$ cat src/rtl/dac_play_ctrl.sv
// dac_play_ctrl: playback sequencer for the I2S DAC serializer.
// Fetches one 16-bit sample per audio frame from sample memory over a
// req/ack handshake and presents it on `data` for both slots of the next
// frame. Handles start/pause/stop/end-of-buffer and variable speed:
// address skipping (fast) or sample repetition (slow).
//
// Ports:
//   clk_n      bit clock, all flops update on its falling edge
//   rst        asynchronous active-low reset
//   daclrc     DAC LR clock (async), rising edge marks a new frame
//   start/stop one-cycle control pulses; pause is a level
//   fast/speed playback mode and rate factor minus one
//   end_addr   last valid sample address (inclusive)
//   mem_*      sample memory fetch handshake
//   data       sample to serializer
//   busy/done/underrun status
//
// Optional build macro: PAUSE_MUTE_EN -- mute `data` while paused.
module dac_play_ctrl #(
  parameter int ADDR_W = 20
) (
  input  logic              clk_n,
  input  logic              rst,
  input  logic              daclrc,
  input  logic              start,
  input  logic              pause,
  input  logic              stop,
  input  logic              fast,
  input  logic [2:0]        speed,
  input  logic [ADDR_W-1:0] end_addr,
  output logic              mem_req,
  output logic [ADDR_W-1:0] mem_addr,
  input  logic              mem_ack,
  input  logic [15:0]       mem_rdata,
  output logic [15:0]       data,
  output logic              busy,
  output logic              done,
  output logic              underrun
);

  typedef enum logic [2:0] {IDLE, PRIME, PLAY, PAUSED, DRAIN} state_t;

  state_t            state;
  logic              lrc_p0, lrc_p1, lrc_p2;
  logic              rise;
  logic [ADDR_W-1:0] addr;
  logic [2:0]        rep;
  logic              ending;
  logic [15:0]       next_smp;

  logic              pending;
  logic [15:0]       cur_smp;
  logic              adv_fetch;
  logic [ADDR_W:0]   step_addr;
  logic              past_end;

  // daclrc synchronizer + edge register
  always_ff @(negedge clk_n or negedge rst) begin
    if (!rst) begin
      lrc_p0 <= 1'b0;
      lrc_p1 <= 1'b0;
      lrc_p2 <= 1'b0;
    end else begin
      lrc_p0 <= daclrc;
      lrc_p1 <= lrc_p0;
      lrc_p2 <= lrc_p1;
    end
  end

  assign rise = lrc_p1 & ~lrc_p2;

  // A fetch acked in the rise cycle itself is on time: play the bus value.
  assign pending = mem_req & ~mem_ack;
  assign cur_smp = mem_ack ? mem_rdata : next_smp;
  assign busy    = (state != IDLE);

  // One extra bit so that stepping past the top of memory compares correctly.
  always_comb begin
    adv_fetch = 1'b1;
    step_addr = {1'b0, addr} + (ADDR_W+1)'(speed) + (ADDR_W+1)'(1);
    if (!fast) begin
      adv_fetch = (rep == speed);
      step_addr = {1'b0, addr} + (ADDR_W+1)'(1);
    end
  end

  assign past_end = step_addr > {1'b0, end_addr};

  always_ff @(negedge clk_n or negedge rst) begin
    if (!rst) begin
      state    <= IDLE;
      addr     <= '0;
      rep      <= '0;
      ending   <= 1'b0;
      mem_req  <= 1'b0;
      mem_addr <= '0;
      data     <= '0;
      done     <= 1'b0;
      underrun <= 1'b0;
    end else begin
      done <= 1'b0;
      // Request drops after ack unless a new fetch is issued below.
      if (mem_ack) mem_req <= 1'b0;
      case (state)
        IDLE: begin
          if (start) begin
            underrun <= 1'b0;
            addr     <= '0;
            rep      <= '0;
            ending   <= 1'b0;
            mem_req  <= 1'b1;
            mem_addr <= '0;
            state    <= PRIME;
          end
        end
        PRIME, PLAY, PAUSED: begin
          if (stop) begin
            // An outstanding fetch must finish before the bus is released.
            state  <= pending ? DRAIN : IDLE;
            data   <= '0;
            ending <= 1'b0;
          end else if (state == PRIME) begin
            if (mem_ack) state <= PLAY;
          end else if (rise) begin
            if (ending) begin
              state  <= IDLE;
              done   <= 1'b1;
              data   <= '0;
              ending <= 1'b0;
            end else if (pause) begin
              if (state == PLAY) begin
                state <= PAUSED;
`ifdef PAUSE_MUTE_EN
                data  <= '0;
`endif
              end
            end else if (pending) begin
              // Late sample: hold data and the request, retry next frame.
              state    <= PLAY;
              underrun <= 1'b1;
            end else begin
              state <= PLAY;
              data  <= cur_smp;
              if (!fast) rep <= adv_fetch ? 3'd0 : rep + 3'd1;
              if (adv_fetch) begin
                if (past_end) begin
                  ending <= 1'b1;
                end else begin
                  addr     <= step_addr[ADDR_W-1:0];
                  mem_addr <= step_addr[ADDR_W-1:0];
                  mem_req  <= 1'b1;
                end
              end
            end
          end
        end
        DRAIN: begin
          if (mem_ack) state <= IDLE;
        end
        default: state <= IDLE;
      endcase
    end
  end

  // Sample holding register; drained data is discarded.
  always_ff @(negedge clk_n) begin
    if (mem_ack && state != DRAIN && state != IDLE) next_smp <= mem_rdata;
  end

endmodule

$ cat config.mk
export PLATFORM = sky130hd
export DESIGN_NAME = dac_play_ctrl
export DESIGN_NICKNAME = d
export VERILOG_FILES = /design/src/rtl/dac_play_ctrl.sv
export SDC_FILE = /design/constraint.sdc
export NUM_CORES = 1
export LEC_CHECK = 0
export CAP_MARGIN = 15
export CELL_PAD_IN_SITES_DETAIL_PLACEMENT = 1
export CELL_PAD_IN_SITES_GLOBAL_PLACEMENT = 2
export CORE_MARGIN = 8
export CORE_UTILIZATION = 32
export CTS_CLUSTER_SIZE = 14
export DETAILED_ROUTE_END_ITERATION = 7
export PLACE_DENSITY = 0.88
export SLEW_MARGIN = 20
export SYNTH_ARGS = -nofsm -noshare
export SYNTH_HDL_FRONTEND = slang
export SYNTH_SLANG_ARGS = --single-unit
$ cat constraint.sdc
create_clock -name clk_n -period 4.9 [get_ports clk_n]
set_input_delay 0.98 -clock clk_n [delete_from_list [all_inputs] [get_ports clk_n]]
set_output_delay 0.98 -clock clk_n [all_outputs]
set_load 0.02 [all_outputs]
==> results of run 1 <==
logic make-up after synthesis:
| kind of cell | synth area share [%] |
|---|---|
| AOI/OAI and AO/OA | 18.6 |
| DFF | 43.2 |
| buffers and inverters | 5.29 |
| adders and majority gates | 8.43 |
| and+or+nand+nor | 15.2 |
| muxes | 4.85 |
| xor gates and xnor gates | 4.44 |
cells in the mapped netlist, drive strengths merged (7+ instances only):
library cell   n
nand3         12
nor2b          7
mux2i         18
nand4          8
buf           10
xnor2         13
a31oi          7
dfrtn         49
nand2         41
inv           33
edfxtp        16
a21oi         10
o31ai         17
a22o          16
nor2          21
o21ai         14
clkbuf         7
ha            25
xor2           7
metrics by stage:
step / setup slack (ns) / cells
finish: -1.83 / 714
global placement: -2.51 / 668
CTS: -1.75 / 708
global route: -1.93 / 714
detailed placement: -2.65 / 668
floorplan: -1.88 / 387
power breakdown:
group / switching [uW] / internal [uW]
Clock: 326 / 405
Combinational: 720 / 626
Sequential: 96.4 / 702
Total: 1140 / 1730
layer usage:
layer  vias up  GRT usage, %  part of all wire, %
li1       1760             -                    -
met3        30          5.82                  6.5
met1      1873          19.7                   40
met2       114          30.6                   50
met5         -             0                    0
met4         0          6.02                  2.7
worst paths after layout:
kind,from,to,depth (start not counted)
worst max register to register,addr[0]$_DFFE_NN0P_,addr[15]$_DFFE_NN0P_,17
worst max-delay path,speed[1],addr[15]$_DFFE_NN0P_,18
worst min-delay path,lrc_p0$_DFF_NN0_,lrc_p1$_DFF_NN0_,0
min in group asynchronous,rst,addr[13]$_DFFE_NN0P_,2
worst min register to register,lrc_p0$_DFF_NN0_,lrc_p1$_DFF_NN0_,0
max in group asynchronous,rst,ending$_DFFE_NN0P_,2
area by class of cell:
class,count,share of cell area (%)
Tap cell,147,2.92
Multi-Input combinational cell,274,37.6
Clock buffer,10,3.97
Timing Repair Buffer,164,24.6
Clock inverter,22,1.86
Sequential cell,65,27.1
Inverter,32,2.02
sequential cells by signal, indices dropped and copies added (netlist names):
register,count
ending,1
addr,20
mem_req,1
done,1
lrc_p1,1
lrc_p2,1
lrc_p0,1
next_smp,16
underrun,1
data,16
rep,3
state,3
timing repair:
item / CTS / global route
setup buffers: 8 / 6
gates cloned: 2 / 2
pin swaps: 31 / 19
gates resized for setup: 58 / 29
endpoints found under the setup margin: 38 / 42
==> out/results.ini, run 1 <==
[setup_path]
cp_cell_sequence = buf_8, ha_4, nor2b_4, o21a_1, o21ai_4, a2111oi_4, buf_4, and4_1, or2_4, ha_4, and3_4, a221o_1, a31oi_4, nand4_4, nand2_8, buf_12, a31oi_1, a221o_1
start_kind = primary input
end_kind = register
critPathArrivalTime_ns = 4.47
r2r_slack_ns = 0.78
critical_path_class = primary input to register
crit_fanout = 6
cp_data_required_time_ns = 2.64
slowest_stage = a2111oi_4
critPathBufInv = 3
cp_top_family = compound AO/OA/AOI/OAI gates
critPathMaxStageDelay_ns = 0.40

[synth]
yosysSeqAreaShare_pct = 43.2
synthCells = 387
synth-main-ff-cell = dfrtn_1
synth_nets = 460
synth_edf_count = 16
async_flop_share_pct = 75.4
yosysUniqueCellTypes = 63
synth_area_per_cell_um2 = 10.2
yosys_warnings = 0
syn_area_um2 = 3950
yosys.area.top_type = dfrtn_1
synth.area.top_cells = dfrtn_1 (31%), edfxtp_1 (12%), ha_1 (7.9%)
netlist.area_leader.share_pct = 31.1
synth_seq_cells = 65

[power]
p_leak_uw = 0.00301
power_density_nw_per_um2 = 456
p_total_uw = 2870
ir_worst_vdd_mv = 0.257

[clocking]
cts_tree = built
clock_tree.buffer_depth = 2
clockRootBuffer = clkbuf_16
clock_latency_ns = 0.40
clkSinkCount = 65
cts_hold_buf = 0
clkTransAtPathRegs_ns = 0.05
cts-buffers-inserted = 9
cts_max_level = 3

[layout]
final_common_cell = buf_4
n_antenna_cell = 0
seqCellArea_um2 = 1710
drive_above_1_share_pct = 27.0
syn_to_final_growth_pct = 59.8
multi_input_area_um2 = 2370
fin_nets = 635
design_area_um2 = 6310
fill_cells = 1325
layout_common_cells = buf_4 (66), clkdlybuf4s50_1 (65), dfrtn_1 (49)
fin_util_pct = 52.5

[hold_path]
hold_path_class = register to register

[place]
port_buffers = 86
hpwl_um = 9440
gp_congestion = 0.823
placed_cell_area_um2 = 5490

[timing]
setup_viol = 22
drv_slew = 0
fin_skew_ns = 0.0607
tightest_slew_ns = 0.731
rsz0062_at_grt = yes
fin_tns_setup_ns = -38.28
slew-limit-headroom_pct = 51.1
hold_viol = 0
worst_slack_ns = -1.83
hold_slack_ns = 0.298

[route]
detail_route.first_pass.iterations = 4
wire_per_inst_um = 19.9
via_per_inst = 5.29
remaining_drc_errors = 0
dr_total_vias = 3777
drt_iter0_markers = 134
wl_um = 14200
detail-route-antenna-nets = 0

[global_routing]
overflow = 0
grt_max_degree = 50
grt_use_total_pct = 17.6
grt_pass1_wl_um = 22800
grt_pass1_vias = 4372
antenna_found_initial = 0

[die]
die-height_um = 127
io_pins = 87
dieArea_um2 = 16100
core_um2 = 12000
die_width_um = 127
rows = 40
initial_core_util_pct = 32.9

[status]
outcome = finished with violations
violations = negative setup slack

[flow_run]
drv_cap = 0

No activity file was read; power rests on OpenSTA's default activity.
==> inputs of run 2 (changes only) <==
MAX_ROUTING_LAYER = met4   (was unset)
==> out/results.ini, run 2 (same netlist as run 1, synthesis figures left out) <==
[die]
io_pins = 87  ; unchanged
die_width_um = 127  ; unchanged
core_um2 = 12000  ; unchanged
dieArea_um2 = 16100  ; unchanged
rows = 40  ; unchanged
initial_core_util_pct = 32.9  ; unchanged
die-height_um = 127  ; unchanged

[clocking]
clkTransAtPathRegs_ns = 0.05  ; about the same
cts_tree = built  ; unchanged
cts_hold_buf = 0  ; unchanged
clock_latency_ns = 0.40  ; about the same
clkSinkCount = 65  ; unchanged
clockRootBuffer = clkbuf_16  ; unchanged
clock_tree.buffer_depth = 2  ; unchanged
cts_max_level = 3  ; unchanged
cts-buffers-inserted = 9  ; unchanged

[route]
detail_route.first_pass.iterations = 4  ; unchanged
detail-route-antenna-nets = 0  ; unchanged
via_per_inst = 5.28  ; was 5.29
wire_per_inst_um = 19.9  ; about the same
remaining_drc_errors = 0  ; unchanged
wl_um = 14200  ; about the same
dr_total_vias = 3768  ; was 3777
drt_iter0_markers = 109  ; was 134

[power]
ir_worst_vdd_mv = 0.257  ; about the same
seqPwrFrac_pct = 27.8  ; about the same
power_density_nw_per_um2 = 456  ; about the same
pwr-share-comb_pct = 46.7  ; was 46.8%
p_int_uw = 1730  ; about the same
p_sw_uw = 1140  ; about the same
p_leak_uw = 0.00300  ; was 0.00301 uW
swShare_pct = 39.7  ; about the same
p_clk_share_pct = 25.5  ; was 25.4%

[global_routing]
grt_use_total_pct = 18.1  ; was 17.6%
grt_pass1_wl_um = 22700  ; was 22800 um
grt_pass1_vias = 4378  ; was 4372
overflow = 0  ; unchanged
grt_max_degree = 50  ; unchanged
antenna_found_initial = 0  ; unchanged

[timing]
tightest_slew_ns = 0.732  ; was 0.731 ns
drv_slew = 0  ; unchanged
worst_slack_ns = -1.84  ; was -1.83 ns
fin_skew_ns = 0.0623  ; was 0.0607 ns
setup_viol = 22  ; unchanged
hold_viol = 0  ; unchanged
slew-limit-headroom_pct = 51.0  ; was 51.1%
rsz0062_at_grt = yes  ; unchanged
hold_slack_ns = 0.298  ; about the same

[setup_path]
cp_data_required_time_ns = 2.64  ; about the same
critical_path_class = primary input to register  ; unchanged
start_kind = primary input  ; unchanged
end_kind = register  ; unchanged
critPathArrivalTime_ns = 4.48  ; was 4.47 ns
crit_fanout = 6  ; unchanged

[place]
hpwl_um = 9440  ; unchanged
gp_congestion = 0.836  ; was 0.823
post-place-ws_ns = -2.65  ; unchanged
port_buffers = 86  ; unchanged

[layout]
layout_common_cells = buf_4 (66), clkdlybuf4s50_1 (65), dfrtn_1 (49)  ; unchanged
largest_reg_flops = 20  ; unchanged
fin_util_pct = 52.5  ; about the same
regMostFlops = addr  ; unchanged
syn_to_final_growth_pct = 59.7  ; was 59.8%
drive_above_1_share_pct = 26.8  ; was 27.0%
fin_nets = 635  ; unchanged
fill_cells = 1326  ; was 1325
n_antenna_cell = 0  ; unchanged
reg_top3 = addr x20, data x16, next_smp x16  ; unchanged
final_common_cell = buf_4  ; unchanged

[flow_run]
drv_cap = 0  ; unchanged

[status]
violations = negative setup slack  ; unchanged
outcome = finished with violations  ; unchanged

[hold_path]
hold_path_class = register to register  ; unchanged

run 2: cell counts in the layout (fill, tap and decap cells not counted):
No cell type changed its count.
run 2: through the flow:
step	instances	cell area [um2]	power [uW]	setup TNS, ns
4_1_cts	708	6100	2800	-36.99
3_3_place_gp	668	5490	1920	-61.46
6_report	714	6300	2880	-38.36
5_1_grt	714	6300	3040	-40.30
2_1_floorplan	387	4000	1440	-39.76
3_5_place_dp	668	5490	1970	-65.01
run 2: final timing paths:
kind	endpoint	cells past startpoint	startpoint	slack, ns
min in group asynchronous	addr[13]$_DFFE_NN0P_	2	rst	2.96
max in group asynchronous	ending$_DFFE_NN0P_	2	rst	1.66
setup reg to reg	addr[15]$_DFFE_NN0P_	17	addr[0]$_DFFE_NN0P_	0.77
hold reg to reg	lrc_p1$_DFF_NN0_	0	lrc_p0$_DFF_NN0_	0.30
hold / removal	lrc_p1$_DFF_NN0_	0	lrc_p0$_DFF_NN0_	0.30
setup / recovery	addr[15]$_DFFE_NN0P_	18	speed[1]	-1.84
run 2: power groups by stage:
stage	clock network (uW)	logic (uW)	registers, uW
after floorplan	20.9	537	885
after global placement	20.9	1100	800
after detailed placement	20.9	1150	799
after CTS	746	1250	798
after global routing	779	1450	816
final	733	1340	799
run 2: timing repair:
item / in CTS / in global routing
setup buffers: 8 / 6
gates resized for setup: 58 / 28
endpoints found under the setup margin: 38 / 42
pin swaps: 31 / 19
cloned: 2 / 2
run 2: cell type report:
class,instances,area [um2],area share (%)
tap,147,184,2.92
sequential,65,1710,27.1
clock buffer,10,250,3.97
timing repair buffer,164,1550,24.6
multi-input combinational,274,2370,37.6
inverter,32,128,2.03
clock inverter,22,118,1.87
run 2: metal layers:
| layer | track usage, % | up-vias | share of wire (%) | wire, um |
|---|---|---|---|---|
| met2 | 30.6 | 116 | 50 | 7090 |
| met4 | 6.23 | 0 | 2.8 | 398 |
| met1 | 20.3 | 1861 | 42 | 6000 |
| met5 | - | - | 0 | 0 |
| li1 | - | 1758 | - | - |
| met3 | 4.70 | 33 | 5.2 | 734 |
run 2: critical path, stage by stage:
cell	delay, ns
buf_8	0.10
ha_4	0.25
nor2b_4	0.13
o21a_1	0.18
o21ai_4	0.08
a2111oi_4	0.40
buf_4	0.19
and4_1	0.19
or2_4	0.13
ha_4	0.20
and3_4	0.18
a221o_1	0.39
a31oi_4	0.26
nand4_4	0.17
nand2_8	0.15
buf_12	0.13
a31oi_1	0.08
a221o_1	0.27
==> inputs of run 3 (changes only) <==
CORE_UTILIZATION = 33   (was 32)
CTS_BUF_LIST = sky130_fd_sc_hd__clkbuf_8   (was unset)
PLACE_DENSITY = 0.9   (was 0.88)
==> out/results.ini, run 3 (same netlist as run 1, synthesis figures left out) <==
[clocking]
clock_latency_ns = 0.41  ; was 0.40 ns
cts_hold_buf = 0  ; unchanged
cts-buffers-inserted = 9  ; unchanged
clkSinkCount = 65  ; unchanged
cts_max_level = 3  ; unchanged
clock_tree.buffer_depth = 2  ; unchanged
cts_tree = built  ; unchanged
clockRootBuffer = clkbuf_8  ; was clkbuf_16
clkTransAtPathRegs_ns = 0.06  ; was 0.05 ns

[setup_path]
start_kind = primary input  ; unchanged
slowest_stage = a221o_1  ; was a2111oi_4
r2r-end = addr[15]$_DFFE_NN0P_  ; unchanged
crit_fanout = 6  ; unchanged
cp_data_required_time_ns = 2.63  ; was 2.64 ns
cp_top_family = compound AO/OA/AOI/OAI gates  ; unchanged
critPathMaxStageDelay_ns = 0.35  ; was 0.40 ns
critPathBufInv = 3  ; unchanged
cp_cell_sequence = buf_8, ha_4, nor2b_4, o21a_1, o21ai_4, a2111oi_4, buf_4, a31oi_4, or2_4, ha_4, and3_4, a221o_1, a31oi_4, nand4_4, nand2_8, buf_6, a31oi_4, a221o_1  ; was buf_8, ha_4, nor2b_4, o21a_1, o21ai_4, a2111oi_4, buf_4, and4_1, or2_4, ha_4, and3_4, a221o_1, a31oi_4, nand4_4, nand2_8, buf_12, a31oi_1, a221o_1
critical_path_class = primary input to register  ; unchanged
rr_worst_depth = 17  ; unchanged
end_kind = register  ; unchanged
cp_common_cell = a31oi_4
r2r_slack_ns = 0.86  ; was 0.77 ns
r2r-start = addr[0]$_DFFE_NN0P_  ; unchanged
critPathArrivalTime_ns = 4.39  ; was 4.48 ns

[status]
outcome = finished with violations  ; unchanged
violations = negative setup slack  ; unchanged

[place]
port_buffers = 86  ; unchanged
hpwl_um = 9490  ; was 9440 um
post-place-ws_ns = -2.67  ; was -2.65 ns
gp_congestion = 0.847  ; was 0.836
dp_cells = 666  ; was 668
placed_cell_area_um2 = 5480  ; was 5490 um2

[timing]
fin_skew_ns = 0.0695  ; was 0.0623 ns
hold_viol = 0  ; unchanged
tightest_slew_ns = 0.627  ; was 0.732 ns
setup_viol = 22  ; unchanged
slew-limit-headroom_pct = 58.1  ; was 51.0%
rsz0062_at_grt = yes  ; unchanged
drv_slew = 0  ; unchanged
worst_slack_ns = -1.75  ; was -1.84 ns

[route]
drt_iter0_markers = 128  ; was 109
wire_per_inst_um = 19.8  ; was 19.9 um
remaining_drc_errors = 0  ; unchanged
detail_route.first_pass.iterations = 5  ; was 4
dr_total_vias = 3685  ; was 3768
detail-route-antenna-nets = 0  ; unchanged
wl_um = 14100  ; was 14200 um
via_per_inst = 5.18  ; was 5.28

[power]
p_leak_uw = 0.00294  ; was 0.00300 uW
p_sw_uw = 1100  ; was 1140 uW
ir_worst_vdd_mv = 0.223  ; was 0.257 mV
seqPwrFrac_pct = 30.1  ; was 27.8%
pwr-share-comb_pct = 48.8  ; was 46.7%
swShare_pct = 41.3  ; was 39.7%
p_int_uw = 1570  ; was 1730 uW
p_clk_share_pct = 21.1  ; was 25.5%
power_density_nw_per_um2 = 435  ; was 456 nW/um2

[hold_path]
hold_depth = 0  ; unchanged
min_to = lrc_p1$_DFF_NN0_  ; unchanged
hp-start = lrc_p0$_DFF_NN0_  ; unchanged
hold_path_class = register to register  ; unchanged

[die]
dieArea_um2 = 15700  ; was 16100 um2
initial_core_util_pct = 33.3  ; was 32.9%
core_um2 = 11900  ; was 12000 um2
die-height_um = 125  ; was 127 um
die_width_um = 125  ; was 127 um
io_pins = 87  ; unchanged
rows = 40  ; unchanged

[layout]
reg_top3 = addr x20, data x16, next_smp x16  ; unchanged
regMostFlops = addr  ; unchanged
final_common_cell = buf_4  ; unchanged
layout_common_cells = buf_4 (68), clkdlybuf4s50_1 (64), dfrtn_1 (49)  ; was buf_4 (66), clkdlybuf4s50_1 (65), dfrtn_1 (49)
finalNonFillerCells = 712  ; was 714
syn_to_final_growth_pct = 55.3  ; was 59.7%
drive_above_1_share_pct = 25.8  ; was 26.8%
n_antenna_cell = 0  ; unchanged
largest_reg_flops = 20  ; unchanged
design_area_um2 = 6130  ; was 6300 um2
fin_nets = 633  ; was 635

[global_routing]
overflow = 0  ; unchanged
grt_pass1_wl_um = 21900  ; was 22700 um
grt_pass1_vias = 4210  ; was 4378
antenna_found_initial = 0  ; unchanged
grt_max_degree = 33  ; was 50
grt_use_total_pct = 17.7  ; was 18.1%

[flow_run]
drv_cap = 0  ; unchanged

[run 3: cell count changes in the layout (fill, tap and decap cells not counted), moves of 2 or more]
cell,delta
buf_4,+2
clkbuf_16,-10
buf_6,-3
clkbuf_8,+9
[run 3: per-layer routing]
layer / up-vias / wire length, um / global-route usage (%)
li1: 1756 / - / -
met1: 1808 / 5800 / 19.4
met2: 105 / 7410 / 31.9
met3: 16 / 701 / 3.61
met4: 0 / 213 / 5.23
met5: - / 0 / -
[run 3: cell type report]
cell class | count | area, um2
inverter | 32 | 128
timing repair buffer | 162 | 1500
clock buffer | 9 | 124
sequential | 65 | 1710
clock inverter | 23 | 148
multi-input combinational | 274 | 2340
tap | 147 | 184
fill | 1305 | 5730
[run 3: power groups by stage]
stage | Clock [uW] | Combinational [uW] | Sequential [uW]
2_1_floorplan | 20.9 | 537 | 885
3_3_place_gp | 20.9 | 1100 | 798
3_5_place_dp | 20.9 | 1150 | 799
4_1_cts | 573 | 1210 | 798
5_1_grt | 605 | 1400 | 815
6_report | 564 | 1300 | 803
[run 3: metrics by stage]
stage	hold WS (ns)	total power, uW	util [%]	TNS [ns]
final	0.297	2670	51.7	-36.97
after global routing	0.309	2820	51.7	-39.32
after CTS	0.299	2580	50.3	-35.44
after detailed placement	0.298	1970	46.2	-65.69
after global placement	0.295	1920	46.2	-61.93
after floorplan	0.292	1440	-	-39.76
[run 3: worst register-to-register path, cell delays in order (launching register included)]
cell	delay, ns
dfrtn_1	0.52
inv_1	0.13
ha_4	0.20
fa_2	0.37
nor2b_4	0.15
o311ai_4	0.12
nor3_4	0.18
nand4_1	0.18
xnor2_2	0.19
ha_1	0.33
and3_4	0.16
a221o_1	0.35
a31oi_4	0.23
nand4_4	0.16
nand2_8	0.15
buf_6	0.12
a31oi_4	0.08
a221o_1	0.27
[run 3: timing repair]
item | in CTS | in global routing
cloned | 1 | 3
setup buffers | 11 | 3
resized for setup | 53 | 21
pin swaps | 24 | 14
endpoints found under the hold margin | 0 | 0
setup endpoints to repair | 38 | 43
[run 3: worst max-delay path by stage]
| stage | start | cells past startpoint | endpoint | slack [ns] |
|---|---|---|---|---|
| finish | speed[1] | 18 | addr[15]$_DFFE_NN0P_ | -1.75 |
| CTS | speed[1] | 18 | addr[16]$_DFFE_NN0P_ | -1.68 |
| detailed placement | speed[0] | 18 | addr[1]$_DFFE_NN0P_ | -2.67 |
| global route | speed[1] | 18 | addr[16]$_DFFE_NN0P_ | -1.86 |
| floorplan | speed[0] | 17 | addr[8]$_DFFE_NN0P_ | -1.88 |
| global placement | speed[0] | 18 | addr[14]$_DFFE_NN0P_ | -2.53 |
